**config.mk**
```make
export PLATFORM = sky130hd
export DESIGN_NAME = mem_access_ctrl
export DESIGN_NICKNAME = d
export VERILOG_FILES = /design/src/rtl/mem_access_ctrl.sv
export SDC_FILE = /design/constraint.sdc
export NUM_CORES = 1
export LEC_CHECK = 0
export ABC_AREA = 1
export ABC_CLOCK_PERIOD_IN_PS = 1400
export CAP_MARGIN = 20
export CORE_MARGIN = 4
export CORE_UTILIZATION = 35
export CTS_CLUSTER_SIZE = 25
export DETAILED_ROUTE_END_ITERATION = 16
export PLACE_DENSITY = 0.8
export SETUP_SLACK_MARGIN = 0.15
export SYNTH_ARGS = -nofsm -noshare
export SYNTH_HDL_FRONTEND = slang
export SYNTH_SLANG_ARGS = --single-unit
```
**constraint.sdc**
```tcl
create_clock -name i_clk -period 1.4 [get_ports i_clk]
set_input_delay 0.28 -clock i_clk [delete_from_list [all_inputs] [get_ports i_clk]]
set_output_delay 0.28 -clock i_clk [all_outputs]
set_load 0.02 [all_outputs]
```
**src/rtl/mem_access_ctrl.sv**
```systemverilog
// rtl/mem_access_ctrl.sv - single-port SRAM access controller shared by fetch and MEM stage
//
// Purpose:
//   Fetches at i_if_addr every cycle. A MEM-stage load/store replaces the fetch
//   with a data access; o_ram_pause holds the front of the pipeline meanwhile.
//   Optional feature macro: MEM_WR_HOLD_EN (adds a HOLD state after every write
//   so address/data outlive the rising edge of o_sram_we_n).
//
// Ports:
//   i_clk, i_rst         clock, synchronous active-high reset
//   i_if_addr/o_if_data  instruction fetch address / fetched word
//   i_mem_rd/i_mem_wr    MEM-stage load/store request levels (write wins if both)
//   i_mem_addr           data address
//   i_mem_wdata          store data
//   o_mem_rdata          registered load result
//   o_ram_pause          high while the SRAM is busy with a data access
//   o_sram_*             SRAM address, write data, drive enable, active-low strobes
//   i_sram_data_i        data read back from the SRAM bus
module mem_access_ctrl #(
    parameter int ADDR_W   = 18,
    parameter int DATA_W   = 16,
    parameter int WAIT_CYC = 0
) (
    input  logic              i_clk,
    input  logic              i_rst,
    input  logic [ADDR_W-1:0] i_if_addr,
    output logic [DATA_W-1:0] o_if_data,
    input  logic              i_mem_rd,
    input  logic              i_mem_wr,
    input  logic [ADDR_W-1:0] i_mem_addr,
    input  logic [DATA_W-1:0] i_mem_wdata,
    output logic [DATA_W-1:0] o_mem_rdata,
    output logic              o_ram_pause,
    output logic [ADDR_W-1:0] o_sram_addr,
    output logic [DATA_W-1:0] o_sram_data_o,
    output logic              o_sram_data_oe,
    input  logic [DATA_W-1:0] i_sram_data_i,
    output logic              o_sram_ce_n,
    output logic              o_sram_oe_n,
    output logic              o_sram_we_n
);

`ifdef MEM_WR_HOLD_EN
    typedef enum logic [1:0] {
        S_FETCH = 2'd0,
        S_DATA  = 2'd1,
        S_DONE  = 2'd2,
        S_HOLD  = 2'd3
    } state_t;
`else
    typedef enum logic [1:0] {
        S_FETCH = 2'd0,
        S_DATA  = 2'd1,
        S_DONE  = 2'd2
    } state_t;
`endif

    localparam logic [2:0] LP_WAIT = 3'(WAIT_CYC);

    state_t            r_state;
    state_t            w_next;
    logic [2:0]        r_cnt;
    logic [DATA_W-1:0] r_mem_rdata;
    logic [DATA_W-1:0] r_if_data;
    logic              w_req;
    logic              w_last;
    logic              w_fetch;

    assign w_req  = i_mem_rd | i_mem_wr;
    assign w_last = (r_cnt == LP_WAIT);

    always_comb begin
        w_next         = r_state;
        w_fetch        = 1'b0;
        o_sram_addr    = i_if_addr;
        o_sram_data_o  = i_mem_wdata;
        o_sram_data_oe = 1'b0;
        o_sram_ce_n    = 1'b0;
        o_sram_oe_n    = 1'b0;
        o_sram_we_n    = 1'b1;
        o_ram_pause    = 1'b0;

        case (r_state)
            S_FETCH: begin
                w_fetch = 1'b1;
                // Pause in the request cycle itself so PC does not advance
                // past the instruction that owns the MEM stage.
                if (w_req) begin
                    o_ram_pause = 1'b1;
                    w_next      = S_DATA;
                end
            end
            S_DATA: begin
                o_sram_addr = i_mem_addr;
                o_ram_pause = 1'b1;
                if (i_mem_wr) begin
                    o_sram_we_n    = 1'b0;
                    o_sram_oe_n    = 1'b1;
                    o_sram_data_oe = 1'b1;
                end
                if (w_last) begin
`ifdef MEM_WR_HOLD_EN
                    w_next = i_mem_wr ? S_HOLD : S_DONE;
`else
                    w_next = S_DONE;
`endif
                end
            end
`ifdef MEM_WR_HOLD_EN
            S_HOLD: begin
                // we_n released while address and data stay on the bus.
                o_sram_addr    = i_mem_addr;
                o_sram_oe_n    = 1'b1;
                o_sram_data_oe = 1'b1;
                o_ram_pause    = 1'b1;
                w_next         = S_DONE;
            end
`endif
            S_DONE: begin
                // Request is still asserted here but belongs to the access just
                // finished; only a request seen back in FETCH starts a new one.
                w_fetch = 1'b1;
                w_next  = S_FETCH;
            end
            default: begin
                w_next = S_FETCH;
            end
        endcase

        // Reset forces the bus idle in the reset cycle, aborting any write.
        if (i_rst) begin
            o_sram_ce_n    = 1'b1;
            o_sram_oe_n    = 1'b1;
            o_sram_we_n    = 1'b1;
            o_sram_data_oe = 1'b0;
            o_ram_pause    = 1'b0;
        end
    end

    assign o_if_data   = w_fetch ? i_sram_data_i : r_if_data;
    assign o_mem_rdata = r_mem_rdata;

    always_ff @(posedge i_clk) begin
        if (i_rst) begin
            r_state     <= S_FETCH;
            r_cnt       <= 3'd0;
            r_mem_rdata <= '0;
            r_if_data   <= '0;
        end else begin
            r_state <= w_next;
            if (r_state == S_DATA && !w_last) begin
                r_cnt <= r_cnt + 3'd1;
            end else begin
                r_cnt <= 3'd0;
            end
            // A conflicting rd+wr is a write, so it leaves mem_rdata alone.
            if (r_state == S_DATA && w_last && !i_mem_wr) begin
                r_mem_rdata <= i_sram_data_i;
            end
            if (w_fetch) begin
                r_if_data <= i_sram_data_i;
            end
        end
    end

endmodule

```
==> results.cfg <==
[outcome]
status = complete, but fails checks
violations = negative setup slack

[timing]
clock_skew_ns = 0.00261
slew_violations = 0
min_period_over_period_pct = 111
rsz0062_at_grt = yes
worstMarginPinSlew_ns = 0.332
setup_viol = 53
min_period_ns = 1.56
setup_slack_ns = -0.156
relSlewSlack_pct = 77.9
fmax_mhz = 643
final-hold-violation-count = 0

[synthesis]
postSynth.asyncResetShare_pct = 0
synth-edff-count = 0
synthesis.nets = 369
ys_ff_latch = 37
synth_cell_types = 23
synth_warnings = 0
synth_area_um2 = 1980
synth_cells = 295
seq_area_frac_synth_pct = 37.5
syn_avg_cell_area_um2 = 6.70
synth-main-ff-cell = dfxtp_1

[clock_network]
holdBufCountCts = 0
insertion_delay_ns = 0.29
cts.sinks = 37
root_buffer = clkbuf_8
cts_tree = built
numCtsBuffers = 5
clkSlewWorstSetupHoldPaths_ns = 0.07
clk_path_buf_depth = 2
htreeDepth = 2

[route]
postRouteWirelength_um = 6530
drc_errors = 0
wire_per_inst_um = 12.9
drtIter0Drc = 77
routed_via_density = 4.54
drt-pass1-iter-count = 6
ant_nets = 0
vias = 2298

[placed_design]
port_buffers = 110
hpwl_um = 4430
placed_cells = 482
placed_cell_area_um2 = 3270
gp_congestion = 0.732

[cells_and_area]
utilization_pct = 71.1
multi_input_area_um2 = 1260
stdcell_area_um2 = 3920
final_cell_mix = nand2_1, clkdlybuf4s50_1, buf_6
area_growth_pct = 98.2
diodes = 0
layout_commonest_cell = nand2_1
fillers = 431
layoutNonFillerInstCount = 506
drive_gt1_share_pct = 46.3
register_area_um2 = 742
final_nets = 508

[power]
power_frac_clock_pct = 22.9
total_power_uw = 3260
sw_frac_of_total_pct = 32.0
p_int_uw = 2220
pwr-share-comb_pct = 41.7
p_leak_uw = 0.00185
pwr-share-seq_pct = 35.4
ir_drop_v = 0.000518
cellPowerDensity_nw_per_um2 = 832
p_switching_uw = 1040

[global_routing]
grt_max_degree = 20
grt_overflow = 0
grt_pass1_wl_um = 9740
grt.total_usage_pct = 16.9
grt_pass1_vias = 2193
antenna_found_initial = 0

[floorplan]
ioPinCount = 143
dieWidth_um = 83.2
dieArea_um2 = 6910
die_h_um = 83.2
fp.coreArea_um2 = 5510
rows = 27
start_util_pct = 35.9

[worst_setup_path]
worstSetupEndpointType = primary output
cp-start-kind = flop
worst-setup-path-type = flop to primary output
cp_max_fo = 6
cp.arrival_ns = 1.28
cp.required_ns = 1.12

[hold_path]
hp-class = flop to flop

[flow_run]
cap_violations = 0
## flip-flops by register name (all words and copies together), names as in the netlist
register,cells
o_mem_rdata,16
r_cnt,3
r_if_data,16
r_state,2
## metrics by stage
stage	hold WS, ns	setup slack [ns]	TNS (ns)
floorplan	0.417	0.0787	0
global placement	0.429	-0.559	-17.55
detailed placement	0.435	-0.602	-18.73
CTS	0.451	-0.164	-4.77
global route	0.489	-0.217	-8.10
finish	0.446	-0.156	-4.46
## cell type report
| cell class | instances | share of cell area, % |
|---|---|---|
| multi-input combinational | 201 | 32.1 |
| tap | 72 | 2.30 |
| sequential | 37 | 18.9 |
| inverter | 27 | 2.97 |
| timing repair buffer | 162 | 41.5 |
| clock buffer | 7 | 2.20 |
## what timing repair did
item | CTS | global route
setup endpoints to repair | 71 | 65
gates cloned | 2 | 1
endpoints found under the hold margin | 0 | 0
resized for setup | 282 | 96
pin swaps | 4 | 9
setup buffers | 7 | 7
## cell usage after synthesis, types with 2 or more instances
| cell | number | area (um2) |
|---|---|---|
| dfxtp_1 | 37 | 741 |
| nor3_1 | 2 | 10.0 |
| inv_1 | 21 | 78.8 |
| nand3_1 | 17 | 85.1 |
| nor2_1 | 15 | 56.3 |
| nand2_1 | 119 | 447 |
| clkbuf_1 | 3 | 11.3 |
| inv_2 | 4 | 15.0 |
| nor2_2 | 20 | 125 |
| a21oi_1 | 18 | 90.1 |
| ha_1 | 2 | 25.0 |
| buf_2 | 7 | 35.0 |
| buf_4 | 19 | 143 |
| nor2_4 | 2 | 22.5 |
## final timing paths
kind	cells after the start	from	slack [ns]	to
hold / removal	1	r_cnt[0]	0.45	r_cnt[0]
setup / recovery	6	r_state[0]	-0.16	o_sram_we_n
hold reg to reg	1	r_cnt[0]	0.45	r_cnt[0]
setup reg to reg	10	r_state[0]	-0.08	o_mem_rdata[7]
## kinds of logic (layout without fill, tap and decap cells)
| logic type | after synthesis | count (layout) | share of synthesized area (%) |
|---|---|---|---|
| compound gates | 20 | 20 | 5.19 |
| xor+xnor | 1 | 1 | 0.443 |
| fa+ha+maj | 2 | 2 | 1.27 |
| buf+inv | 57 | 196 | 15.8 |
| flops | 37 | 37 | 37.5 |
| simple gates | 178 | 178 | 39.8 |
## power by group through the flow
stage | Sequential (uW) | Clock (uW) | Combinational (uW)
2_1_floorplan | 1210 | 0 | 529
3_3_place_gp | 1170 | 0 | 1080
3_5_place_dp | 1170 | 0 | 1100
4_1_cts | 1150 | 767 | 1200
5_1_grt | 1160 | 800 | 1450
6_report | 1150 | 747 | 1360
## worst max-delay path: stages (launching register included)
cell and delay [ns]:
dfxtp_2 0.34, buf_6 0.12, nand2_8 0.08, buf_12 0.14, nor3_4 0.11, inv_1 0.07
buf_6 0.13
## metal layers
metal	share of wire (%)	routed length (um)	up-vias	global-route usage, %
met3	7.6	496	10	6.15
met2	53	3450	78	30.9
met4	1.1	71	0	3.27
met1	39	2520	1049	18.9
li1	-	-	1161	-
met5	0	0	-	0
No activity file was read; power rests on OpenSTA's default activity.
